**src/rtl/reset_seq_pkg.sv**
```systemverilog
// Shared types and constants for the reset sequencer: FSM states, reset-cause
// codes and a small helper used to size the shared counter.
package reset_seq_pkg;

  typedef enum logic [2:0] {
    HOLD    = 3'd0,
    FILTER  = 3'd1,
    STRETCH = 3'd2,
    RELEASE = 3'd3,
    RUN     = 3'd4
  } state_e;

  localparam logic [1:0] CAUSE_POR  = 2'b00;
  localparam logic [1:0] CAUSE_LOCK = 2'b01;
  localparam logic [1:0] CAUSE_SW   = 2'b10;

  function automatic int max_of(input int a, input int b);
    return (a > b) ? a : b;
  endfunction

endpackage

```
**src/rtl/reset_seq_sync_2ff.sv**
```systemverilog
// One-bit two-flop synchroniser with asynchronous active-low reset; both
// stages clear to 0 so a reset always reads as "not asserted" downstream.
module sync_2ff (
  input  logic clk,
  input  logic rst_n,
  input  logic d,
  output logic q
);

  logic meta_d, meta_q;
  logic sync_d, sync_q;

  always_comb begin
    meta_d = d;
    sync_d = meta_q;
  end

  always_ff @(posedge clk or negedge rst_n) begin
    if (!rst_n) begin
      meta_q <= 1'b0;
      sync_q <= 1'b0;
    end else begin
      meta_q <= meta_d;
      sync_q <= sync_d;
    end
  end

  assign q = sync_q;

endmodule

```
**src/rtl/reset_seq.sv**
```systemverilog
// Reset sequencer: waits for a synchronised, debounced PLL lock, stretches,
// then releases NUM_STAGES active-low resets in order; records why it re-entered reset.
module reset_seq
  import reset_seq_pkg::*;
#(
  parameter int NUM_STAGES     = 2,
  parameter int STRETCH_CYCLES = 8,
  parameter int STAGE_GAP      = 4,
  parameter int LOCK_FILTER    = 4
) (
  input  logic                  clk,
  input  logic                  resetn,
  input  logic                  pll_locked,
  input  logic                  sw_rst_req,
  output logic [NUM_STAGES-1:0] rst_n,
  output logic                  rst_busy,
  output logic [1:0]            rst_cause,
  output state_e                dbg_state
);

  localparam int CNT_MAX = max_of(max_of(LOCK_FILTER, STRETCH_CYCLES), STAGE_GAP);
  localparam int CNT_W   = $clog2(CNT_MAX + 1);

  localparam logic [CNT_W-1:0] CNT_SAT      = CNT_W'(CNT_MAX);
  localparam logic [CNT_W-1:0] FILTER_LAST  = CNT_W'(LOCK_FILTER - 1);
  localparam logic [CNT_W-1:0] STRETCH_LAST = CNT_W'(STRETCH_CYCLES - 1);
  localparam logic [CNT_W-1:0] GAP_LAST     = CNT_W'(STAGE_GAP - 1);
  localparam logic [NUM_STAGES-1:0] STAGE0  = NUM_STAGES'(1);

  logic lock_s;

  state_e                state_d, state_q;
  logic [CNT_W-1:0]      cnt_d, cnt_q, cnt_inc;
  logic [NUM_STAGES-1:0] rst_n_d, rst_n_q;
  logic [1:0]            cause_d, cause_q;

  sync_2ff u_lock_sync (
    .clk   (clk),
    .rst_n (resetn),
    .d     (pll_locked),
    .q     (lock_s)
  );

  assign cnt_inc = (cnt_q == CNT_SAT) ? cnt_q : cnt_q + CNT_W'(1);

  always_comb begin
    state_d = state_q;
    cnt_d   = cnt_inc;
    rst_n_d = rst_n_q;
    cause_d = cause_q;

    unique case (state_q)
      HOLD: begin
        if (lock_s) state_d = FILTER;
      end
      FILTER: begin
        if (!lock_s)                   state_d = HOLD;
        else if (cnt_q == FILTER_LAST) state_d = STRETCH;
      end
      STRETCH: begin
        if (lock_s && cnt_q == STRETCH_LAST) begin
          rst_n_d = STAGE0;
          state_d = rst_n_d[NUM_STAGES-1] ? RUN : RELEASE;
        end
      end
      RELEASE: begin
        // Stay in RELEASE between stages, so the gap counter restarts explicitly.
        if (lock_s && cnt_q == GAP_LAST) begin
          rst_n_d = (rst_n_q << 1) | STAGE0;
          cnt_d   = '0;
          if (rst_n_d[NUM_STAGES-1]) state_d = RUN;
        end
      end
      RUN: begin
        if (lock_s && sw_rst_req) begin
          state_d = HOLD;
          cause_d = CAUSE_SW;
        end
      end
      default: state_d = HOLD;
    endcase

    // Lock loss after qualification overrides everything, including a software request.
    if ((state_q inside {STRETCH, RELEASE, RUN}) && !lock_s) begin
      state_d = HOLD;
      cause_d = CAUSE_LOCK;
    end

    if (state_d != state_q) cnt_d = '0;
    if (state_d == HOLD)    rst_n_d = '0;
  end

  always_ff @(posedge clk or negedge resetn) begin
    if (!resetn) begin
      state_q <= HOLD;
      cnt_q   <= '0;
      rst_n_q <= '0;
      cause_q <= CAUSE_POR;
    end else begin
      state_q <= state_d;
      cnt_q   <= cnt_d;
      rst_n_q <= rst_n_d;
      cause_q <= cause_d;
    end
  end

  assign rst_n     = rst_n_q;
  assign rst_busy  = (state_q != RUN);
  assign rst_cause = cause_q;
  assign dbg_state = state_q;

endmodule
```
**config.mk**
```make
export PLATFORM = sky130hd
export DESIGN_NAME = reset_seq
export DESIGN_NICKNAME = d
export VERILOG_FILES = /design/src/rtl/reset_seq_pkg.sv /design/src/rtl/reset_seq_sync_2ff.sv /design/src/rtl/reset_seq.sv
export SDC_FILE = /design/constraint.sdc
export NUM_CORES = 1
export LEC_CHECK = 0
export CORE_MARGIN = 1
export CORE_UTILIZATION = 48
export DETAILED_ROUTE_END_ITERATION = 6
export GPL_TIMING_DRIVEN = 1
export PLACE_DENSITY_LB_ADDON = 0.1
export RECOVER_POWER = 100
export SLEW_MARGIN = 20
export SYNTH_ARGS = -nofsm -noshare
export SYNTH_HDL_FRONTEND = slang
export SYNTH_HIERARCHICAL = 1
export SYNTH_SLANG_ARGS = --single-unit
```
**constraint.sdc**
```tcl
create_clock -name clk -period 3.73 [get_ports clk]
set_input_delay 0.746 -clock clk [delete_from_list [all_inputs] [get_ports clk]]
set_output_delay 0.746 -clock clk [all_outputs]
set_load 0.01 [all_outputs]
```
; ---- Word-level counts from Yosys, hierarchy flattened
; Cells that the tools add are included.
[op_classes]
add_sub_neg = 1
eq_ne = 11
muxes = 20
n_reduce_logical = 13
[op_table]
columns = operator, n
row1 = $mux 3, 8
row2 = $mux 4, 4
row3 = $pmux 3 s5, 1
row4 = $mux 2, 6
row5 = $eq 3x2->1 const B, 2
row6 = $logic_not 3->1, 2
row7 = $ne 3x2->1 const B, 2
row8 = $reduce_bool 3->1, 2
row9 = $add 4x1->4 const B, 1
row10 = $eq 4x2->1 const B, 1
row11 = $eq 4x3->1 const B, 1
row12 = $eq 4x4->1 const B, 1
row13 = $logic_and 1x1->1, 4
row14 = $pmux 2 s2, 1
row15 = $reduce_bool 2->1, 2
row16 = $eq 3x1->1 const B, 1
row17 = $eq 3x3->1 const B, 1
row18 = $ne 3x3->1, 1
row19 = $ne 3x3->1 const B, 1
row20 = $reduce_and 3->1, 1
row21 = $reduce_and 2->1, 1
row22 = $logic_not 1->1, 1
[word_totals]
register_bits = 13
inputBits = 4
out_inout_bits = 8
wordCells = 51

; ---- Longest topological paths before layout
[logic_depth]
ltp_word = 8
depth_mapped = 6
depth_no_buf = 6

; ---- Cells and area by module
; Netlist, hierarchy kept.
[modules_own_cells]
columns = mod, n_inst, cells_per_inst, area_each_um2, seq_area_each_um2
row1 = reset_seq, 1, 78, 765.7, 275.3
row2 = sync_2ff, 1, 2, 50.0, 50.0

; ---- Worst setup path before layout
; No wires, ideal clock.
[synth_path]
path_type = reg-to-output
startpoint = reg state_q[0], in the netlist dbg_state[0]
endpoint = out rst_busy
t_arrival_ns = 0.900
required_time_ns = 2.984
slack_ns = 2.084
path_stages_with_launch = 4
path_buffers = 1
cell_sequence = dfrtp_1 -> buf_6 -> nor2_1 -> nand2_1
[synth_via]
elab_chain_len = 1
[synth_lines]
columns = element, line_no
row1 = from (decl), reset_seq.sv:32  ; state_e state_d, state_q;
row2 = from (signal assigned), reset_seq.sv:100  ; state_q <= state_d;
row3 = $ne 3x3->1, reset_seq.sv:108  ; assign rst_busy = (state_q != RUN);
row4 = to (decl), reset_seq.sv:16  ; output logic rst_busy,
; Every way passes these cells.

; ---- Worst setup path after layout
; Same ends and word-level chain as after synthesis.

==> impl_results.md <==
* Crit-path max cell delay at 0.61 ns
* Die width at 43.2 µm
* Max_cap viols at 0
* Clock tree buffer depth at 2
* Hold path startpoint: u_lock_sync/meta_q
* Initial antenna violation count at 0
* CTS buffer count at 3
* First-pass GRT wire length at 2650 µm
* Core Region at 0.00154 mm²
* Post-cts gate resize count at 0
* Netlist cell types at 36
* Final nets at 97
* Critical Path Source Type: flip-flop
* DR vias at 620
* Switching power of the nets at 0.148 mW
* Final WL at 1530 µm
* Worst path top cell family by delay: buffers and inverters
* Setup TNS Final at 0 ns
* TritonCTS clock tree: done
* Via density at 5.85
* Slew HR at 0.392
* RR Endpoint: cnt_q[3]
* Worst Path Buf+Inv at 1
* Synthesis-to-layout area growth at 8.44%
* Synth Flop Type: dfrtp_1
* Initial DRC Count at 2
* Final Max Slew Viols at 0
* Net Count, Synth at 86
* Ys async rst share at 1.00
* Synthesis warning total at 6
* Final Hold Viols at 0
* R2R depth at 5
* Switch share at 0.351
* Detailed placement HPWL at 1080 µm
* Clk sinks at 13
* Required @ worst endpoint at 2.98 ns
* Pwr Density at 478 mW/mm²
* Mean Syn Cell Area at 10.2 µm²
* Number of global-route vias before repair at 612
* Min cycle time layout at 2.51 ns
* I/O pin cnt at 12
* Cell area after layout at 885 µm²
* Seq/Total Area, Yosys at 0.399
* Highest clock rate at 398 MHz
* Unrepaired setup endpoints after global routing: false
* Maximum VDD drop at 0.329 mV
* Final WS setup at 1.22 ns
* Number of H-tree levels at 1
* Crit-path slowest cell: dlygate4sd3_1
* Yosys top cell area share at 0.399
* Most frequent cells in the layout: 13 x dfrtp_1, 11 x dlygate4sd3_1, 9 x nor2_1
* Top post-synthesis cells by area: dfrtp_1 40%, nor2_1 4.1%, buf_6 4.1%
* Combinational Power Share at 0.308
* Clock network power share at 0.209
* Placed Cells at 102
* Reg area at 325 µm²
* Tot GR Track Use at 0.195
* Largest net degree at the start of global routing at 14
* Antenna fix cells at 0
* PortBufs at 11
* First-pass DRT Iterations at 4
* Clk pin slew, worst setup/hold paths at 0.09 ns
* Clk Latency, worst-skew pair at 0.28 ns
* Worst Setup End Kind: primary output
* Setup CP Type: flip-flop to primary output
* Multi-input gate area at 377 µm²
* Worst slew pin tran at 0.901 ns
* EDFF count, synth at 0
* FP Rows at 14
* DRC viols at 0
* Setup violations, final at 0
* Congestion Overflow GR at 0
* Total power at 0.423 mW
* P_leak at 0.372 nW
* Syn Inst Count at 80
* Worst slack, placed at 1.58 ns
* Finished Core Util at 0.574
* Flops & latches, synth at 13
* Reg power frac at 0.484
* Final Instance Count excl. Fillers at 106
* Hold-fix buffers, CTS at 0
* Status: completed
* R2r setup slk at 1.62 ns
* Avg WL per Cell at 14.4 µm
* Post-CTS setup buffers at 0
* Post-DP Area at 900 µm²
* Reg2reg start: cnt_q[1]
* Hold_ws at 0.353 ns
* Share of post-route cells with drive strength above 1 at 0.0889
* Crit-path cells: nor2_1 -> nand2_1 -> dlygate4sd3_1
* Crit path DAT at 1.77 ns
* RD Place Congestion at 0.745
* Post-route ant nets at 0
* Die height at 43.2 µm
* Tcrit/Tclk final at 0.674
* WHS Path Cells at 0
* Worst-path maximum fanout at 12
* Area leader, netlist: dfrtp_1
* Worst hold path class: flip-flop to flip-flop
* Filler cells at 138
* Initial Util at 0.529
* Most common cell after layout, fill and taps aside: dfrtp_1
* WHS Endpoint: u_lock_sync/q
* Skew final at 0.0104 ns
* Die area at 0.00187 mm²
* Synth Cell Area at 816 µm²
* Int Pwr at 0.275 mW
* CTS Root Cell: clkbuf_4
power groups by stage:
stage / sequential, mW / combinational (mW) / clock, mW
final: 0.204 / 0.130 / 0.0882
after global routing: 0.210 / 0.146 / 0.0998
after CTS: 0.207 / 0.147 / 0.0922
after detailed placement: 0.210 / 0.146 / 0
after global placement: 0.209 / 0.143 / 0
after floorplan: 0.197 / 0.111 / 0
final cells by class:
cell class,instances,area share
multi-input combinational,55,0.426
sequential,13,0.368
timing repair buffer,11,0.124
clock buffer,4,0.0297
inverter,7,0.0297
tap,16,0.0226
worst max-delay path by stage:
stage | slack (ns) | depth (start not counted) | from | endpoint
2_1_floorplan | 2.08 | 3 | dbg_state[0] | rst_busy
3_3_place_gp | 1.60 | 5 | sw_rst_req | cnt_q[0]
3_5_place_dp | 1.58 | 5 | sw_rst_req | cnt_q[3]
4_1_cts | 1.29 | 3 | dbg_state[0] | rst_busy
5_1_grt | 1.16 | 3 | dbg_state[0] | rst_busy
6_report | 1.22 | 3 | dbg_state[0] | rst_busy
cell usage after synthesis, types with 2 or more instances:
master / count
a21oi_1: 6
a32oi_1: 2
buf_6: 3
dfrtp_1: 13
ha_1: 2
inv_1: 7
nand2_1: 4
nand2b_1: 2
nand3_1: 2
nor2_1: 9
o21ai_0: 4
xor2_1: 2
logic make-up after synthesis:
family,after synthesis,share of synthesized area
and+or+nand+nor,27,0.210
DFF,13,0.399
AOI/OAI and AO/OA,23,0.239
xor gates and xnor gates,3,0.0322
adders and majority gates,2,0.0307
buffers and inverters,12,0.0890
flip-flops by register name (all words and copies together) (netlist names):
signal              count
u_lock_sync/q           1
rst_cause               2
rst_n                   2
dbg_state               3
cnt_q                   4
u_lock_sync/meta_q      1
metal layers:
metal  track usage  wire, µm
met1         0.256       717
met5             0         0
met3        0.0511        70
met4        0.0788         0
met2         0.301       741
worst reg2reg max path, stage by stage, from the launching register on:
cell and delay (ns):
dfrtp_1 0.38, ha_1 0.24, nor2b_1 0.35, a211oi_2 0.12, o311ai_0 0.76, nor2_1 0.12
No activity file was read; power rests on OpenSTA's default activity.
